**config.mk**
```make
export PLATFORM = sky130hd
export DESIGN_NAME = cnn_conv_acc_flat
export DESIGN_NICKNAME = d
export VERILOG_FILES = /design/src/rtl/cnn_conv_acc_if.sv /design/src/rtl/cnn_conv_acc.sv /design/src/flat_wrapper.sv
export SDC_FILE = /design/constraint.sdc
export NUM_CORES = 1
export LEC_CHECK = 0
export ABC_AREA = 1
export CAP_MARGIN = 20
export CORE_MARGIN = 2
export CORE_UTILIZATION = 50
export CTS_CLUSTER_SIZE = 8
export DETAILED_ROUTE_END_ITERATION = 16
export GPL_TIMING_DRIVEN = 0
export PLACE_DENSITY = 0.72
export SKIP_CTS_REPAIR_TIMING = 1
export SYNTH_ARGS = -nofsm -noshare
export SYNTH_HDL_FRONTEND = slang
export SYNTH_SLANG_ARGS = --single-unit
```
**constraint.sdc**
```tcl
create_clock -name ap_clk -period 7.1 [get_ports ap_clk]
set_clock_uncertainty 0.15 [all_clocks]
set_input_delay 0.71 -clock ap_clk [delete_from_list [all_inputs] [get_ports ap_clk]]
set_output_delay 0.71 -clock ap_clk [all_outputs]
set_load 0.005 [all_outputs]
```
**src/rtl/cnn_conv_acc_if.sv**
```systemverilog
// -----------------------------------------------------------------------------
// cnn_conv_acc_if
// Handshake bundle between the product stream, the accumulator and the
// feature-map buffer.
//   prod_din/prod_vld/prod_rdy : signed product stream into the accumulator
//   bias                       : per-filter signed bias, at output scale
//   dout/dout_vld/dout_rdy     : activation result stream out of the accumulator
//   busy                       : accumulator holds a partial sum or a pending result
// master = producer/consumer side, slave = accumulator side.
// -----------------------------------------------------------------------------
interface cnn_conv_acc_if #(
   parameter int PROD_W = 24,
   parameter int BIAS_W = 14,
   parameter int OUT_W  = 14
);
   logic [PROD_W-1:0] prod_din;
   logic              prod_vld;
   logic              prod_rdy;
   logic [BIAS_W-1:0] bias;
   logic [OUT_W-1:0]  dout;
   logic              dout_vld;
   logic              dout_rdy;
   logic              busy;

   modport master (
      output prod_din, prod_vld, bias, dout_rdy,
      input  prod_rdy, dout, dout_vld, busy
   );

   modport slave (
      input  prod_din, prod_vld, bias, dout_rdy,
      output prod_rdy, dout, dout_vld, busy
   );
endinterface

```
**src/rtl/cnn_conv_acc.sv**
```systemverilog
// -----------------------------------------------------------------------------
// cnn_conv_acc
// Sums TAPS signed products per output pixel on top of a per-filter bias, then
// rounds (half up), shifts out SHIFT fractional bits, applies ReLU and
// saturates to a non-negative OUT_W-bit activation.
//   ap_clk : clock, rising edge
//   ap_rst : synchronous active-high reset
//   bus    : cnn_conv_acc_if.slave (product in, bias, activation out, busy)
// Single-issue: while a result waits in OUT no product is taken.
// -----------------------------------------------------------------------------
module cnn_conv_acc #(
   parameter int PROD_W = 24,
   parameter int ACC_W  = 32,
   parameter int TAPS   = 9,
   parameter int BIAS_W = 14,
   parameter int SHIFT  = 8,
   parameter int OUT_W  = 14
) (
   input  logic          ap_clk,
   input  logic          ap_rst,
   cnn_conv_acc_if.slave bus
);

   localparam int CNT_W = (TAPS > 1) ? $clog2(TAPS) : 1;
   localparam logic [CNT_W-1:0] LAST_TAP = CNT_W'(TAPS - 1);
   localparam logic signed [ACC_W-1:0] RND_HALF =
      {{(ACC_W-1){1'b0}}, 1'b1} << (SHIFT - 1);
   localparam logic signed [ACC_W-1:0] OUT_MAX =
      {{(ACC_W-OUT_W+1){1'b0}}, {(OUT_W-1){1'b1}}};

   typedef enum logic [0:0] {
      ST_ACC = 1'b0,
      ST_OUT = 1'b1
   } state_t;

   state_t                   r_state;
   state_t                   w_next_state;
   logic [CNT_W-1:0]         r_cnt;
   logic signed [ACC_W-1:0]  r_acc;
   logic [OUT_W-1:0]         r_dout;

   logic                     w_prod_rdy;
   logic                     w_dout_vld;
   logic                     w_accept;
   logic                     w_last;
   logic signed [ACC_W-1:0]  w_bias_ext;
   logic signed [ACC_W-1:0]  w_prod_ext;
   logic signed [ACC_W-1:0]  w_acc_in;
   logic signed [ACC_W-1:0]  w_sum;
   logic signed [ACC_W-1:0]  w_rnd;
   logic signed [ACC_W-1:0]  w_shr;
   logic [OUT_W-1:0]         w_post;

   // ---------------------------------------------------------------- FSM
   // NOTE: sequential state uses non-blocking (<=) so every register samples
   // the pre-edge values of the others, independent of block ordering.
   always_ff @(posedge ap_clk) begin
      if (ap_rst) begin
         r_state <= ST_ACC;
      end else begin
         r_state <= w_next_state;
      end
   end

   // NOTE: every output of this block gets a default first, so no path through
   // the case leaves a signal unassigned and no latch is inferred.
   always_comb begin
      w_next_state = r_state;
      w_prod_rdy   = 1'b0;
      w_dout_vld   = 1'b0;
      case (r_state)
         ST_ACC: begin
            w_prod_rdy = 1'b1;
            if (bus.prod_vld && w_last) begin
               w_next_state = ST_OUT;
            end
         end
         ST_OUT: begin
            w_dout_vld = 1'b1;
            if (bus.dout_rdy) begin
               w_next_state = ST_ACC;
            end
         end
         default: w_next_state = ST_ACC;
      endcase
   end

   assign w_accept = bus.prod_vld & w_prod_rdy;
   assign w_last   = (r_cnt == LAST_TAP);

   // ----------------------------------------------------------- datapath
   assign w_bias_ext = {{(ACC_W-BIAS_W){bus.bias[BIAS_W-1]}}, bus.bias} <<< SHIFT;
   assign w_prod_ext = {{(ACC_W-PROD_W){bus.prod_din[PROD_W-1]}}, bus.prod_din};

   // The first tap of a window starts from the scaled bias instead of r_acc;
   // with TAPS = 1 the first tap is also the last, so the same path covers it.
   assign w_acc_in = (r_cnt == '0) ? w_bias_ext : r_acc;
   assign w_sum    = w_acc_in + w_prod_ext;
   assign w_rnd    = w_sum + RND_HALF;
   assign w_shr    = w_rnd >>> SHIFT;

   always_comb begin
      w_post = w_shr[OUT_W-1:0];
      if (w_shr[ACC_W-1]) begin
         w_post = '0;
      end else if (w_shr > OUT_MAX) begin
         w_post = OUT_MAX[OUT_W-1:0];
      end
   end

   always_ff @(posedge ap_clk) begin
      if (ap_rst) begin
         r_acc  <= '0;
         r_cnt  <= '0;
         r_dout <= '0;
      end else if (w_accept) begin
         r_acc <= w_sum;
         if (w_last) begin
            r_cnt  <= '0;
            r_dout <= w_post;
         end else begin
            r_cnt <= r_cnt + CNT_W'(1);
         end
      end
   end

   assign bus.prod_rdy = w_prod_rdy;
   assign bus.dout_vld = w_dout_vld;
   assign bus.dout     = r_dout;
   assign bus.busy     = (r_cnt != '0) | w_dout_vld;

endmodule

```
**src/flat_wrapper.sv**
```systemverilog
// flat-port wrapper written by rule: the top's interface ports become plain ports
module cnn_conv_acc_flat 
#(
   parameter int PROD_W = 24,
   parameter int ACC_W  = 32,
   parameter int TAPS   = 9,
   parameter int BIAS_W = 14,
   parameter int SHIFT  = 8,
   parameter int OUT_W  = 14
)
  (ap_clk, ap_rst, bus_prod_din, bus_prod_vld, bus_bias, bus_dout_rdy, bus_prod_rdy, bus_dout, bus_dout_vld, bus_busy);
  cnn_conv_acc_if #(.PROD_W(PROD_W), .BIAS_W(BIAS_W), .OUT_W(OUT_W)) bus_i ();
  input  logic ap_clk;
  input  logic ap_rst;
  input wire logic [$bits(bus_i.prod_din)-1:0] bus_prod_din;
  input wire logic [$bits(bus_i.prod_vld)-1:0] bus_prod_vld;
  input wire logic [$bits(bus_i.bias)-1:0] bus_bias;
  input wire logic [$bits(bus_i.dout_rdy)-1:0] bus_dout_rdy;
  output wire logic [$bits(bus_i.prod_rdy)-1:0] bus_prod_rdy;
  output wire logic [$bits(bus_i.dout)-1:0] bus_dout;
  output wire logic [$bits(bus_i.dout_vld)-1:0] bus_dout_vld;
  output wire logic [$bits(bus_i.busy)-1:0] bus_busy;
  assign bus_i.prod_din = bus_prod_din;
  assign bus_i.prod_vld = bus_prod_vld;
  assign bus_i.bias = bus_bias;
  assign bus_i.dout_rdy = bus_dout_rdy;
  assign bus_prod_rdy = bus_i.prod_rdy;
  assign bus_dout = bus_i.dout;
  assign bus_dout_vld = bus_i.dout_vld;
  assign bus_busy = bus_i.busy;
  cnn_conv_acc #(.PROD_W(PROD_W), .ACC_W(ACC_W), .TAPS(TAPS), .BIAS_W(BIAS_W), .SHIFT(SHIFT), .OUT_W(OUT_W)) u_core (.ap_clk(ap_clk), .ap_rst(ap_rst), .bus(bus_i));
endmodule
```
==> results of run 1 <==
==> sequential cells by signal, summed over array words and instances, names as in the netlist <==
signal and cells:
u_core.r_cnt 4, u_core.r_state 1, u_core.bus.dout 14, u_core.r_acc 32
==> cell usage after synthesis, drive strengths merged <==
master and number:
nand2 416, inv 204, nor2 98, nand3 65, o21ai 55, dfxtp 51, a21oi 40, ha 35
nand4 21, xor2 17, clkbuf 15, o211ai 10, nor3 7, clkinv 4, nand3b 4, and2 3
buf 3, o21bai 3, and3 2, or2 2, a221oi 1, fa 1, xnor2 1
==> worst max-delay path: cells and delay by family (launching register included) <==
family / cells / cell delay, ps
buf+inv: 7 / 1170
fa+ha+maj: 3 / 670
simple gates: 20 / 2560
compound gates: 1 / 200
flops: 1 / 340
==> metal layers <==
metal  global-route usage [%]  wire length [um]  share of wire, %
met1                     38.3              8170                48
met2                     45.9              7480                44
met3                     3.92               868               5.1
met4                     10.6               629               3.7
met5                        0                 0                 0
==> worst paths after layout <==
path / from / endpoint / cells past startpoint
worst max-delay path: u_core.r_cnt[0] / u_core.bus.dout[4] / 31
worst min-delay path: u_core.bus.dout[13] / u_core.bus.dout[13] / 2
worst max register to register: u_core.r_cnt[0] / u_core.bus.dout[4] / 31
worst min register to register: u_core.bus.dout[13] / u_core.bus.dout[13] / 2
==> per-stage QoR <==
| step | cells | utilization (%) | hold WS [ps] |
|---|---|---|---|
| final | 1267 | 59.1 | 295 |
| after global routing | 1267 | 59.1 | 319 |
| after CTS | 1267 | 59.1 | 297 |
| after detailed placement | 1259 | 57.6 | 286 |
| after global placement | 1259 | 57.6 | 280 |
| after floorplan | 1058 | - | 279 |
==> cell type report <==
cell class | instances | area, sq um | area share, %
Clock buffer | 5 | 125 | 1.87
Inverter | 208 | 781 | 11.7
Tap cell | 143 | 179 | 2.67
Sequential cell | 51 | 1020 | 15.3
Clock inverter | 3 | 47.5 | 0.710
Multi-Input combinational cell | 781 | 3880 | 58.0
Buffer | 18 | 80.1 | 1.20
Timing Repair Buffer | 58 | 581 | 8.67
==> logic make-up after synthesis <==
logic type,after synthesis
simple gates,618
buf+inv,226
flops,51
xor+xnor,18
compound gates,109
fa+ha+maj,36
==> where the power goes <==
group	total [W]	internal, W	switching, W
Sequential	0.000318	0.000309	0.00000858
Combinational	0.000793	0.000261	0.000532
Clock	0.000292	0.000169	0.000124
==> results.toml, run 1 <==
[run_status]
run_status = "completed"

[run]
cap_violations = 0

[drt]
drcViolationCount = 0
initialDrtViolationCount = 496
vias_per_cell = 5.00
drt_pass1_iterations = 7
wire_per_inst_um = 13.5
routed_wl_mm = 17.1
vias = 6334
antenna_left = 0

[synth]
synth.yosys.warnings = 0
syn_nets = 1136
synth.ff_latch_count = 51
synth_compound_area_share_pct = 10.4
synth_top_family_by_area = "simple AND/OR/NAND/NOR gates"
synthDistinctLibCells = 34
synthAdderAreaFrac_pct = 7.95
synth-xor-area-share_pct = 2.87
syn_area_sq_mm = 0.00576
synth_largest_area_cell = "nand2_1"
ys_seq_area_share_pct = 17.7
syn_inst = 1058
synthSimpleGateAreaFrac_pct = 46.2
synth.area.mux_share_pct = 0
avgSynthCellArea_sq_um = 5.45
ys_top_cells_by_area = "nand2_1, dfxtp_1, inv_1"
synth_top_area_share_pct = 25.8

[cells_and_area]
layout_common_cells = "nand2_1, inv_1, nor2_1"
final_common_cell = "nand2_1"
nNetsFinal = 1201
synthToLayoutAreaGrowth_pct = 16.2
final_cell_area_sq_mm = 0.00669
drive_above_1_share_pct = 7.12
n_antenna_cell = 0
fillCellCount = 1213

[power_and_ir_drop]
finalPower_w = 0.00140
cellPowerDensity_mw_per_mm2 = 210
peakVddDrop_mv = 0.108
leakagePower_nw = 3.70

[sta]
setup_violations = 0
max_freq_mhz = 192
worstMarginPinSlew_ps = 764
hold_violations = 0
post-route-min-period_ps = 5210
rsz0062_at_grt = "false"
max-slew-margin-rel_pct = 49.1
worst_slack_ps = 1890
setup-tns-final_ps = 0
min_period_over_period_pct = 73.4
drv_slew = 0

[grt]
grt-ovfl-total = 0
antenna_found_initial = 0
grt_max_degree = 18
grt_first_pass_wirelength_mm = 28.2
grtUsageTotal_pct = 28.2
grt_pass1_vias = 5703

[setup_path]
crit_arrival_ps = 5270
path_class = "register to register"
slowest_stage = "clkbuf_1"
max_stage_delay_ps = 640
worstPathRequired_ps = 7160
crit_fanout = 10
critPathLaunchType = "register"
r2r_setup_slack_ps = 1890
cp-end-kind = "register"
cpMostUsedCell = "nand2_1"

[placement]
dp_hpwl_mm = 14.4
io_buffers = 58
placed_area_sq_mm = 0.00652
place_ws_ps = 1970
place_congestion = 1.00

[cts]
cts-root-buf = "clkbuf_16"
cts_tree = "yes"
cts.path.max_buffers = 2
cts_sinks = 51
htree_levels = 2
cts_buffers = 5
clock_latency_ps = 310
clkTransAtPathRegs_ps = 80

[floorplanning]
core_region_area_sq_mm = 0.0113
initial_core_util_pct = 50.9
die_height_um = 111
rows = 39
ioPinCount = 59
die_width_um = 111
die_area_sq_mm = 0.0124

[hold_path]
min_path_type = "register to register"
Power figures use the tool's default switching activity.
==> run 2, diff against run 1 <==
- clock period: 7.1 -> 5.1 ns (I/O delays scaled with it)
==> run 2 against run 1 <==
- final area is 0.92% higher
- via count is 0.74% higher
- worst setup slack worse by 1500 ps
- combinational power is 41% higher
- critical endpoint unchanged
==> results.toml, run 2 (synthesized netlist as in run 1, its figures left out) <==
[cells_and_area]
multi_input_area_sq_mm = 0.00390
regArea_sq_mm = 0.00102
synthToLayoutAreaGrowth_pct = 17.2
finalNonFillerCells = 1271
top_register = "u_core.r_acc"
n_antenna_cell = 0
nNetsFinal = 1205
final_common_cell = "nand2_1"
largest_register_ff_count = 32
layout_common_cells = "nand2_1, inv_1, nor2_1"
final_cell_area_sq_mm = 0.00676
fillCellCount = 1211
drive_above_1_share_pct = 8.24
utilization_pct = 59.7

[grt]
grt_first_pass_wirelength_mm = 28.2
grt_pass1_vias = 5703
grt-ovfl-total = 0
grtUsageTotal_pct = 28.2
antenna_found_initial = 0
grt_max_degree = 18

[floorplanning]
initial_core_util_pct = 50.9
ioPinCount = 59
rows = 39
core_region_area_sq_mm = 0.0113
die_height_um = 111
die_width_um = 111
die_area_sq_mm = 0.0124

[placement]
io_buffers = 58
post-place-cells = 1259
place_congestion = 1.00
dp_hpwl_mm = 14.4
placed_area_sq_mm = 0.00652
place_ws_ps = -28.1

[setup_path]
critPathLaunchType = "register"
worstPathRequired_ps = 5210
crit_fanout = 10
cp-end-kind = "register"
slowest_stage = "fa_1"
crit_arrival_ps = 4810
max_stage_delay_ps = 390
path_class = "register to register"

[cts]
htree_levels = 2
cts_sinks = 51
cts-root-buf = "clkbuf_16"
clkTransAtPathRegs_ps = 70
cts_buffers = 5
clock_latency_ps = 310
cts_tree = "yes"
cts.path.max_buffers = 2

[hold_path]
min_path_type = "register to register"

[sta]
worstMarginPinSlew_ps = 524
setup_violations = 0
hold_violations = 0
setup-tns-final_ps = 0
worst_slack_ps = 397
max-slew-margin-rel_pct = 65.1
max_freq_mhz = 213
min_period_over_period_pct = 92.2
rsz0062_at_grt = "false"
drv_slew = 0
post-route-min-period_ps = 4700

[drt]
vias = 6381
routed_wl_mm = 17.2
wire_per_inst_um = 13.5
drcViolationCount = 0
initialDrtViolationCount = 410
vias_per_cell = 5.02
antenna_left = 0
drt_pass1_iterations = 5

[power_and_ir_drop]
cellPowerDensity_mw_per_mm2 = 291
peakVddDrop_mv = 0.151
leakagePower_nw = 3.73

[run]
cap_violations = 0

[run_status]
run_status = "completed"
-- run 2: changes by cell type in the layout (fill, tap and decap cells not counted), moves of 2 or more --
| cell | change |
|---|---|
| ha_1 | -2 |
| ha_2 | +2 |
| clkbuf_2 | +3 |
| buf_4 | +4 |
| nor2_1 | -2 |
| clkbuf_1 | -4 |
-- run 2: metrics by stage --
stage | hold WS, ps | total power (W)
2_1_floorplan | 279 | 0.00126
3_3_place_gp | 280 | 0.00153
3_5_place_dp | 286 | 0.00154
4_1_cts | 297 | 0.00195
5_1_grt | 319 | 0.00214
6_report | 295 | 0.00197
-- run 2: critical path, delay by kind of cell (launching register included) --
family	cells	cell delay [ps]
AND/OR/NAND/NOR	16	1870
adder cells (fa/ha/maj)	4	960
buffers and inverters	9	1090
XOR/XNOR	1	160
flip-flops	1	380
-- run 2: area by class of cell --
cell class	count	share of cell area, %
Buffer	18	1.30
Clock buffer	5	1.85
Clock inverter	3	0.704
Inverter	208	11.6
Multi-Input combinational cell	781	57.8
Sequential cell	51	15.1
Tap cell	143	2.65
Timing Repair Buffer	62	9.04
-- run 2: per-layer routing --
layer,part of all wire [%],vias up,track usage (%),wire [um]
met2,44,161,45.9,7580
met5,0,-,0,0
met1,48,2794,38.3,8300
li1,-,3398,-,-
met3,4.5,28,3.92,781
met4,3.2,0,10.6,552
-- run 2: report_power, final --
group	total [W]	switching, W	internal, W
clock network	0.000406	0.000172	0.000235
registers	0.000442	0.0000120	0.000430
logic	0.00112	0.000745	0.000372
-- run 2: worst paths after layout --
| check | start | to | slack (ps) | cells after the start |
|---|---|---|---|---|
| setup / recovery | u_core.r_cnt[0] | u_core.bus.dout[4] | 400 | 30 |
| hold / removal | u_core.bus.dout[13] | u_core.bus.dout[13] | 300 | 2 |
| setup reg to reg | u_core.r_cnt[0] | u_core.bus.dout[4] | 400 | 30 |
| hold reg to reg | u_core.bus.dout[13] | u_core.bus.dout[13] | 300 | 2 |
